==> src/rtl/servant_wb_arb.sv <==
// Three-master Wishbone arbiter (ibus, dbus, debug) with round-robin grant
// and a bus timeout that completes a hung transfer with ERR_RDT.
module servant_wb_arb #(
   parameter int          TIMEOUT_W = 8,
   parameter logic [31:0] ERR_RDT   = 32'hDEADBEEF
) (
   input  logic        i_clk,
   input  logic        i_rst,
   input  logic [31:0] i_ibus_adr,
   input  logic        i_ibus_cyc,
   output logic        o_ibus_ack,
   input  logic [31:0] i_dbus_adr,
   input  logic [31:0] i_dbus_dat,
   input  logic [3:0]  i_dbus_sel,
   input  logic        i_dbus_we,
   input  logic        i_dbus_cyc,
   output logic        o_dbus_ack,
   input  logic [31:0] i_dbg_adr,
   input  logic [31:0] i_dbg_dat,
   input  logic [3:0]  i_dbg_sel,
   input  logic        i_dbg_we,
   input  logic        i_dbg_cyc,
   output logic        o_dbg_ack,
   output logic [31:0] o_rdt,
   output logic [31:0] o_s_adr,
   output logic [31:0] o_s_dat,
   output logic [3:0]  o_s_sel,
   output logic        o_s_we,
   output logic        o_s_cyc,
   input  logic [31:0] i_s_rdt,
   input  logic        i_s_ack,
   output logic        o_timeout
);

   // state | meaning
   // IDLE  | no grant; picks the next requester starting at pointer p
   // BUSY  | master g owns the slave bus until ack, timeout or cyc drop
   localparam logic [0:0] S_IDLE = 1'b0;
   localparam logic [0:0] S_BUSY = 1'b1;

   logic [0:0]           state;
   logic [1:0]           g;
   logic [1:0]           p;
   logic [TIMEOUT_W-1:0] t;

   logic [2:0] req;
   logic       busy;
   logic       cyc_g;
   logic [1:0] p1;
   logic [1:0] p2;
   logic [1:0] grant_nxt;
   logic       timeout;
   logic       ack_all;

   function automatic logic [1:0] inc3(input logic [1:0] x);
      return (x == 2'd2) ? 2'd0 : x + 2'd1;
   endfunction

   assign req  = {i_dbg_cyc, i_dbus_cyc, i_ibus_cyc};
   assign busy = (state == S_BUSY);
   assign p1   = inc3(p);
   assign p2   = inc3(p1);

   always_comb begin
      grant_nxt = p2;
      if (req[p])
         grant_nxt = p;
      else if (req[p1])
         grant_nxt = p1;
   end

   always_comb begin
      cyc_g   = 1'b0;
      o_s_adr = 32'h0;
      o_s_dat = 32'h0;
      o_s_sel = 4'h0;
      o_s_we  = 1'b0;
      case (g)
         2'd0: begin
            cyc_g   = i_ibus_cyc;
            o_s_adr = i_ibus_adr;
            o_s_sel = 4'hF;
         end
         2'd1: begin
            cyc_g   = i_dbus_cyc;
            o_s_adr = i_dbus_adr;
            o_s_dat = i_dbus_dat;
            o_s_sel = i_dbus_sel;
            o_s_we  = i_dbus_we;
         end
         2'd2: begin
            cyc_g   = i_dbg_cyc;
            o_s_adr = i_dbg_adr;
            o_s_dat = i_dbg_dat;
            o_s_sel = i_dbg_sel;
            o_s_we  = i_dbg_we;
         end
         default: ;
      endcase
   end

   // A real ack in the last allowed cycle takes precedence over the timeout.
   assign timeout    = busy & cyc_g & ~i_s_ack & (&t);
   assign ack_all    = busy & (i_s_ack | timeout);
   assign o_s_cyc    = busy & cyc_g;
   assign o_timeout  = timeout;
   assign o_rdt      = timeout ? ERR_RDT : i_s_rdt;
   assign o_ibus_ack = ack_all & (g == 2'd0);
   assign o_dbus_ack = ack_all & (g == 2'd1);
   assign o_dbg_ack  = ack_all & (g == 2'd2);

   always_ff @(posedge i_clk) begin
      if (i_rst) begin
         state <= S_IDLE;
         g     <= 2'd0;
         p     <= 2'd0;
         t     <= '0;
      end else begin
         case (state)
            S_IDLE: begin
               if (|req) begin
                  g     <= grant_nxt;
                  t     <= '0;
                  state <= S_BUSY;
               end
            end
            S_BUSY: begin
               if (i_s_ack) begin
                  state <= S_IDLE;
                  p     <= inc3(g);
               end else if (!cyc_g) begin
                  state <= S_IDLE;
               end else if (&t) begin
                  state <= S_IDLE;
                  p     <= inc3(g);
               end else begin
                  t <= t + {{(TIMEOUT_W-1){1'b0}}, 1'b1};
               end
            end
            default: state <= S_IDLE;
         endcase
      end
   end

endmodule

==> config.mk <==
export PLATFORM = sky130hd
export DESIGN_NAME = servant_wb_arb
export DESIGN_NICKNAME = d
export VERILOG_FILES = /design/src/rtl/servant_wb_arb.sv
export SDC_FILE = /design/constraint.sdc
export NUM_CORES = 1
export LEC_CHECK = 0
export CORE_AREA = 2 2 122 124
export CTS_BUF_LIST = sky130_fd_sc_hd__clkbuf_8
export DETAILED_ROUTE_END_ITERATION = 10
export DIE_AREA = 0 0 124 126
export PLACE_DENSITY_LB_ADDON = 0.12
export SYNTH_ARGS = -nofsm -noshare
export SYNTH_HDL_FRONTEND = slang
export SYNTH_SLANG_ARGS = --single-unit
==> constraint.sdc <==
create_clock -name i_clk -period 4.3 [get_ports i_clk]
set_input_delay 1.29 -clock i_clk [delete_from_list [all_inputs] [get_ports i_clk]]
set_output_delay 1.29 -clock i_clk [all_outputs]
set_load 0.02 [all_outputs]
After elaboration in Yosys (flattened, before gate mapping)
Index checks and enable logic that the tools add are counted.

storage, ports and cells
  input bits = 208
  register bits after elaboration = 13
  memories = 0
  bits in read-only memories = 0
  logic and storage cells = 64
  RAM bits = 0
  bits in latches = 0

cells by class
  order comparisons = 2
  shift operators = 0
  $mul = 0
  bitwise gates (word level) = 10
  add/subtract/negate cells = 4
  equality and inequality tests = 8
  mux-type cells = 28
  div/mod/pow operators = 0
  reduce and logical (&&, ||, !) cells = 8

operators with widths
  kind                                                                          number
  32-bit one-hot mux with 3 select lines                                        1
  32-bit one-hot mux with 2 select lines                                        1
  32-bit two-way mux                                                            1
  8-bit two-way mux                                                             4
  2-bit two-way mux                                                             8
  8-bit one-hot mux with 2 select lines                                         1
  4-bit one-hot mux with 3 select lines                                         1
  8-bit by 1-bit adder with 8-bit output, second input constant                 1
  8-bit AND reduction                                                           1
  1-bit bitwise AND                                                             7
  2-bit by 1-bit adder with 2-bit output, second input constant                 3
  2-bit == test, second input constant                                          3
  2-bit by 3-bit less-than comparator with 1-bit output, second input constant  2
  1-bit two-way mux                                                             6
  2-bit inequality test, second input constant                                  3
  1-bit binary-select mux with 2-bit select                                     2
  1-bit one-hot mux with 2 select lines                                         2
  4-bit AND reduction                                                           1
  2-bit nonzero test                                                            2
  1-bit one-hot mux with 3 select lines                                         1
  3-bit AND reduction                                                           1
  3-bit OR reduction                                                            1
  2-bit by 1-bit == test with 1-bit output, second input constant               1
  2-bit logical NOT                                                             1
  4 further kinds                                                               5

Longest topological paths before layout
Gate-level depths: netlist (run 1).

  word-level depth = 8
  depth in mapped cells = 9
  mapped depth without buffers = 6

Worst setup path before layout (run 1)
OpenSTA, ideal clock, no wires.

  kind = input to output
  start point = input port i_ibus_cyc
  end point = output port o_rdt[17]
  path buffers = 2
  setup slack = 0.397 ns
  arrival = 2.613 ns
  cell stages on the path = 6
  cells stage by stage = a222oi_1 > or3_1 > buf_6 > nor3_4 > buf_6 > nor2b_1

between the ends
  word-level cells in the longest chain between the ends = 5

ends and longest elaborated chain
  element                                RTL line  source
  start, declared                        10        input logic i_ibus_cyc,
  1-bit one-hot mux with 3 select lines  78        case (g)
  1-bit bitwise AND (3 in a row)         103       assign timeout = busy & cyc_g & ~i_s_ack & (&t);
  32-bit two-way mux                     107       assign o_rdt = timeout ? ERR_RDT : i_s_rdt;
  end, declared                          24        output logic [31:0] o_rdt,

No other way between the ends.

Worst setup path after layout (run 1)
  start point = input port i_s_ack
  end point = output port o_rdt[23]

between the ends
  word-level cells in the longest chain between the ends = 4

ends and longest elaborated chain
  element                         RTL line  source
  start, declared                 31        input logic i_s_ack,
  1-bit NOT                       103
  1-bit bitwise AND (2 in a row)  103
  32-bit two-way mux              107

No other way between the ends.

==> flow_summary.ini, run 1 <==
[cts]
root_buffer = clkbuf_8
cts.sinks = 13
cts.htree.levels = 1
holdBufCountCts = 0
numCtsBuffers = 3
cts_buffer_depth = 2
cts_tree = yes
clk_pin_slew_ps = 60
clk_latency_ps = 250

[timing]
fin_tns_setup_ps = 0
min_period_ps = 4200
finClkSkew_ps = 2.61
hold_violations = 0
fin_ws_ps = 99.2
finalCritPeriodShare_pct = 97.7
fmaxAchievable_ghz = 0.238
setup_viol = 0
rsz0062_at_grt = false
relSlewSlack_pct = 49.3
final_max_slew_viol_count = 0
worst_pin_slew_ps = 761

[final_layout]
stdcell_area_sq_mm = 0.00556
utilization_pct = 38.9
diodes = 0
layout_commonest_cell = clkdlybuf4s50_1
stdcell_count = 793
area_delta_synth_final_pct = 157
final_cell_mix = 274 x clkdlybuf4s50_1, 45 x nor2_1, 41 x nor2b_1, 33 x a222oi_1, 33 x a22oi_1
nets = 825
drive_gt1_share_pct = 10.2
nFillCells = 1550

[global_route]
grt_max_degree = 71
grt_pass1_vias = 3581
grt_overflow_total = 0
antenna_found_initial = 0
track_usage_pct = 17.7
grt_pass1_wl_um = 21200

[route]
wirelength_um = 14800
vias = 3689
drtAntennaViolNets = 0
drcViolationCount = 0
wire_per_inst_um = 18.7
vias_per_cell = 4.65
drt_pass1_iterations = 6
drtIter0Drc = 327

[flow_run]
maxCapViolCount = 0

[logic_synthesis]
syn_area_per_cell_sq_um = 7.00
synth_flop_cell = dfxtp_1
synth_edf_count = 0
synth_nets = 524
ys_ff_latch = 13
synth_cells = 309
synth-seq-area-share_pct = 12.0
ys_async_sr_fraction_pct = 0
yosysWarnings = 0
synth_area_sq_mm = 0.00216
synth_cell_types = 38

[pwr]
p_comb_share_pct = 76.4
clock_power_share_pct = 11.0
p_switching_w = 0.000418
switching_share_pct = 40.4
p_seq_share_pct = 12.6
leakage_nw = 2.03
p_per_area_mw_per_mm2 = 186
internal-power_w = 0.000618
vdd_ir_drop_max_mv = 0.0906

[place]
portBuffers = 313
gp_congestion = 0.845
placed_cells = 785
preCtsSetupSlack_ps = -542
dp_hpwl_um = 12000
placed_area_sq_mm = 0.00548

[run_status]
outcome = finished clean

[floorplan]
dieWidth_um = 124
start_util_pct = 15.1
num_io_pins = 314
dieArea_sq_mm = 0.0156
core_sq_mm = 0.0143
rows = 44
die_height_um = 126

[worst_setup_path]
cp-start-kind = input port
crit_end = o_rdt[23]
worstReg2RegEnd = t[6]
crit_path_start = i_s_ack
rrSetupSlack_ps = 2070
end_kind = output port
crit_required_ps = 3010
rr_worst_depth = 8
path_class = input port to output port
reg2reg_from = g[0]
path_max_fanout = 17
arrival_ps = 2910

[hold_path]
min_path_type = register to register
==> worst min path at each step <==
| stage | startpoint | to | cells after the start |
|---|---|---|---|
| 2_1_floorplan | t[5] | t[5] | 2 |
| 3_3_place_gp | t[5] | t[5] | 2 |
| 3_5_place_dp | t[5] | t[5] | 2 |
| 4_1_cts | t[5] | t[5] | 2 |
| 5_1_grt | p[0] | p[0] | 2 |
| 6_report | t[5] | t[5] | 2 |
==> flip-flops by register name (all words and copies together), names as in the netlist <==
| signal | flops |
|---|---|
| p | 2 |
| g | 2 |
| busy | 1 |
| t | 8 |
==> worst max-delay path: stages <==
cell and delay, ps:
clkdlybuf4s50_1 450, or3_4 420, nor3_4 230, buf_6 130, buf_12 120, or2_1 130, buf_6 120
==> per-layer routing <==
layer  GRT usage [%]  up-vias  wire, um
met4            2.12        0       129
met1            19.3     1715      5280
li1                -     1782         -
met5               0        -         0
met3            6.16       10      1470
met2            33.5      182      7940
==> final cells by class <==
class	count	area, sq um	share of cell area, %
sequential	13	260	4.68
tap	184	230	4.14
clock buffer	3	41.3	0.742
multi-input combinational	254	1720	30.9
timing repair buffer	330	3270	58.9
clock inverter	1	5.00	0.0900
inverter	8	30.0	0.540
==> power by group through the flow <==
stage / registers [W] / logic, W / clock network (W)
2_1_floorplan: 0.000131 / 0.000341 / 0
3_3_place_gp: 0.000133 / 0.000793 / 0
3_5_place_dp: 0.000133 / 0.000796 / 0
4_1_cts: 0.000130 / 0.000800 / 0.000116
5_1_grt: 0.000131 / 0.000841 / 0.000119
6_report: 0.000130 / 0.000792 / 0.000114
==> cells by family after synthesis <==
logic type / Yosys count / share of synthesized area (%)
buffers and inverters: 42 / 8.80
adder cells (fa/ha/maj): 7 / 4.05
XOR/XNOR: 1 / 0.405
multiplexers: 1 / 0.463
AND/OR/NAND/NOR: 148 / 37.3
AO/OA/AOI/OAI: 97 / 37.0
flip-flops: 13 / 12.0
==> synthesized netlist by cell type, types with 5 or more instances <==
cell type / instances / share of area [%]
dfxtp_1: 13 / 12
inv_1: 8 / 1.4
clkbuf_1: 26 / 4.5
o211ai_1: 7 / 2.4
nand2b_1: 5 / 1.4
a22oi_1: 33 / 11
ha_1: 7 / 4.1
nand3_1: 6 / 1.4
nor2b_1: 41 / 12
nand2_1: 6 / 1.0
or2_1: 24 / 6.9
a21oi_1: 8 / 1.9
nor2_1: 45 / 7.8
a222oi_1: 33 / 15
==> per-stage QoR <==
stage	total power (W)	hold WS, ps
after global routing	0.00109	555
final	0.00104	506
after CTS	0.00105	509
after floorplan	0.000472	465
after global placement	0.000925	492
after detailed placement	0.000928	502
==> timing repair <==
| action | CTS | global route |
|---|---|---|
| gates resized for setup | 193 | 0 |
| setup buffers | 3 | 0 |
| endpoints found under the setup margin | 37 | 0 |
(Power assumes the default switching activity.)
==> inputs of run 2 (changes only) <==
Clock period 4.3 ns to 3.5 ns, I/O delays scaled along.
==> run 2 against run 1 <==
  * Non-clock buffer count grew 7
  * Clock power grew 18%
  * Clock-buffer cell count unchanged
  * Global-route usage shrank 0.10 points
  * Clock skew shrank 1.7 ps
  * Sequential power up 20%
  * Routed wire length up 0.51%
  * Critical path depth is 3 lower
  * Worst setup slack lost 73 ps
  * Die area unchanged
  * Combinational power increased by 26%
  * Cell count increased by 0.88%
  * Critical endpoint is now o_s_adr[3]
  * Largest cell class unchanged
==> flow_summary.ini, run 2 (synthesis gave the netlist of run 1 again) <==
[worst_setup_path]
cpPeakStageDelay_ps = 560
crit_path_start = i_ibus_adr[3]
worstReg2RegEnd = t[6]
path_class = input port to output port
cp-start-kind = input port
rr_worst_depth = 8
reg2reg_from = g[1]
arrival_ps = 2420
crit_path_frequent_cell = clkdlybuf4s50_1
path_cells = clkdlybuf4s50_1, a222oi_1, nor2_1, clkdlybuf4s50_1
end_kind = output port
cp_slowest_cell = clkdlybuf4s50_1
path_max_fanout = 1
crit_required_ps = 2450
rrSetupSlack_ps = 1290

[timing]
final_max_slew_viol_count = 0
finalCritPeriodShare_pct = 99.3
rsz0062_at_grt = true
worst_pin_slew_ps = 571
fmaxAchievable_ghz = 0.288
min_period_ps = 3470
hold_violations = 0
finClkSkew_ps = 0.889
setup_viol = 0
fin_hold_ws_ps = 506
relSlewSlack_pct = 61.8

[pwr]
p_comb_share_pct = 77.6
vdd_ir_drop_max_mv = 0.120
clock_power_share_pct = 10.4
leakage_nw = 2.38
p_per_area_mw_per_mm2 = 227
p_switching_w = 0.000517
switching_share_pct = 39.9
internal-power_w = 0.000778
p_seq_share_pct = 12.1

[final_layout]
drive_gt1_share_pct = 13.0
stdcell_area_sq_mm = 0.00571
final_cell_mix = 241 x clkdlybuf4s50_1, 44 x nor2_1, 41 x nor2b_1, 33 x a222oi_1, 33 x a22oi_1
largest_reg_flops = 8
layout_commonest_cell = clkdlybuf4s50_1
nets = 832
reg_top3 = t x8, g x2, p x2
largest_register = t
diodes = 0
area_delta_synth_final_pct = 164

[global_route]
track_usage_pct = 17.6
grt_overflow_total = 0
grt_max_degree = 71
grt_pass1_vias = 3727
grt_pass1_wl_um = 21100
antenna_found_initial = 1

[route]
vias_per_cell = 4.66
vias = 3731
drt_pass1_iterations = 6
dr.max_layer_used = met4
wire_per_inst_um = 18.6
wirelength_um = 14900
drtAntennaViolNets = 0
drcViolationCount = 0
routed-wl-met3_um = 1480
wl_met1_um = 5230
wl_met2_um = 7860
drtIter0Drc = 269

[cts]
cts_tree = yes
root_buffer = clkbuf_8
cts_buffer_depth = 2
cts.sinks = 13
holdBufCountCts = 0
clk_pin_slew_ps = 60
clk_latency_ps = 240
numCtsBuffers = 3
cts.htree.levels = 1

[place]
gp_congestion = 0.842
placed_area_sq_mm = 0.00559
portBuffers = 313
dp_hpwl_um = 12300

[hold_path]
worstHoldEndpoint = t[5]
min_from = t[5]
min_path_type = register to register
holdPathStages = 2

[run_status]
outcome = finished clean

[floorplan]
rows = 44
die_height_um = 126
dieWidth_um = 124
start_util_pct = 15.1
num_io_pins = 314
dieArea_sq_mm = 0.0156
core_sq_mm = 0.0143

[flow_run]
maxCapViolCount = 0
[run 2: layout make-up]
| type | instances | area, sq um |
|---|---|---|
| fillers | 1479 | 8600 |
| repair buffers | 337 | 3410 |
| multi-input cells | 254 | 1740 |
| flip-flops and latches | 13 | 260 |
| well taps | 184 | 230 |
| clock buffers | 3 | 41.3 |
| inverters | 8 | 30.0 |
| clock inverters | 1 | 3.75 |
[run 2: repair_timing]
action                     4_1_cts  5_1_grt
setup buffers                    4        0
setup endpoints to repair       42       67
cloned                           1        0
resized for setup              222       26
pin swaps                        6        2
[run 2: power by group through the flow]
stage / sequential, W / clock (W) / combinational, W
2_1_floorplan: 0.000161 / 0 / 0.000419
3_3_place_gp: 0.000160 / 0 / 0.00101
3_5_place_dp: 0.000160 / 0 / 0.00101
4_1_cts: 0.000156 / 0.000137 / 0.00102
5_1_grt: 0.000157 / 0.000142 / 0.00106
6_report: 0.000156 / 0.000134 / 0.00100
[run 2: worst max-delay path: cells and delay by family]
family | cells | cell delay [ps]
simple gates | 1 | 80
buf+inv | 2 | 960
compound gates | 1 | 340
[run 2: how the worst max path moves through the flow]
stage                 endpoint  depth (start not counted)  slack [ps]
floorplan            o_rdt[17]                          6          80
global placement     o_rdt[27]                          7        -770
detailed placement   o_rdt[22]                          7        -840
CTS                  o_rdt[23]                          9          -9
global route         o_rdt[23]                          8          -8
finish              o_s_adr[3]                          4          30
[run 2: stage by stage]
stage	cells	utilization, %	power [W]	setup TNS (ps)	setup WS [ps]
4_1_cts	802	39.8	0.00131	-68.7	-9.06
3_3_place_gp	793	39.0	0.00117	-27700	-773
5_1_grt	800	39.9	0.00136	-29.6	-7.72
2_1_floorplan	309	-	0.000580	0	76.8
6_report	800	39.9	0.00129	0	25.7
3_5_place_dp	793	39.0	0.00117	-29540	-844
[run 2: routing by layer]
layer  vias up  GRT usage, %
met1      1741          18.2
met3        18          5.80
met2       183          33.6
met4         0          4.23
li1       1789             -
met5         -             0
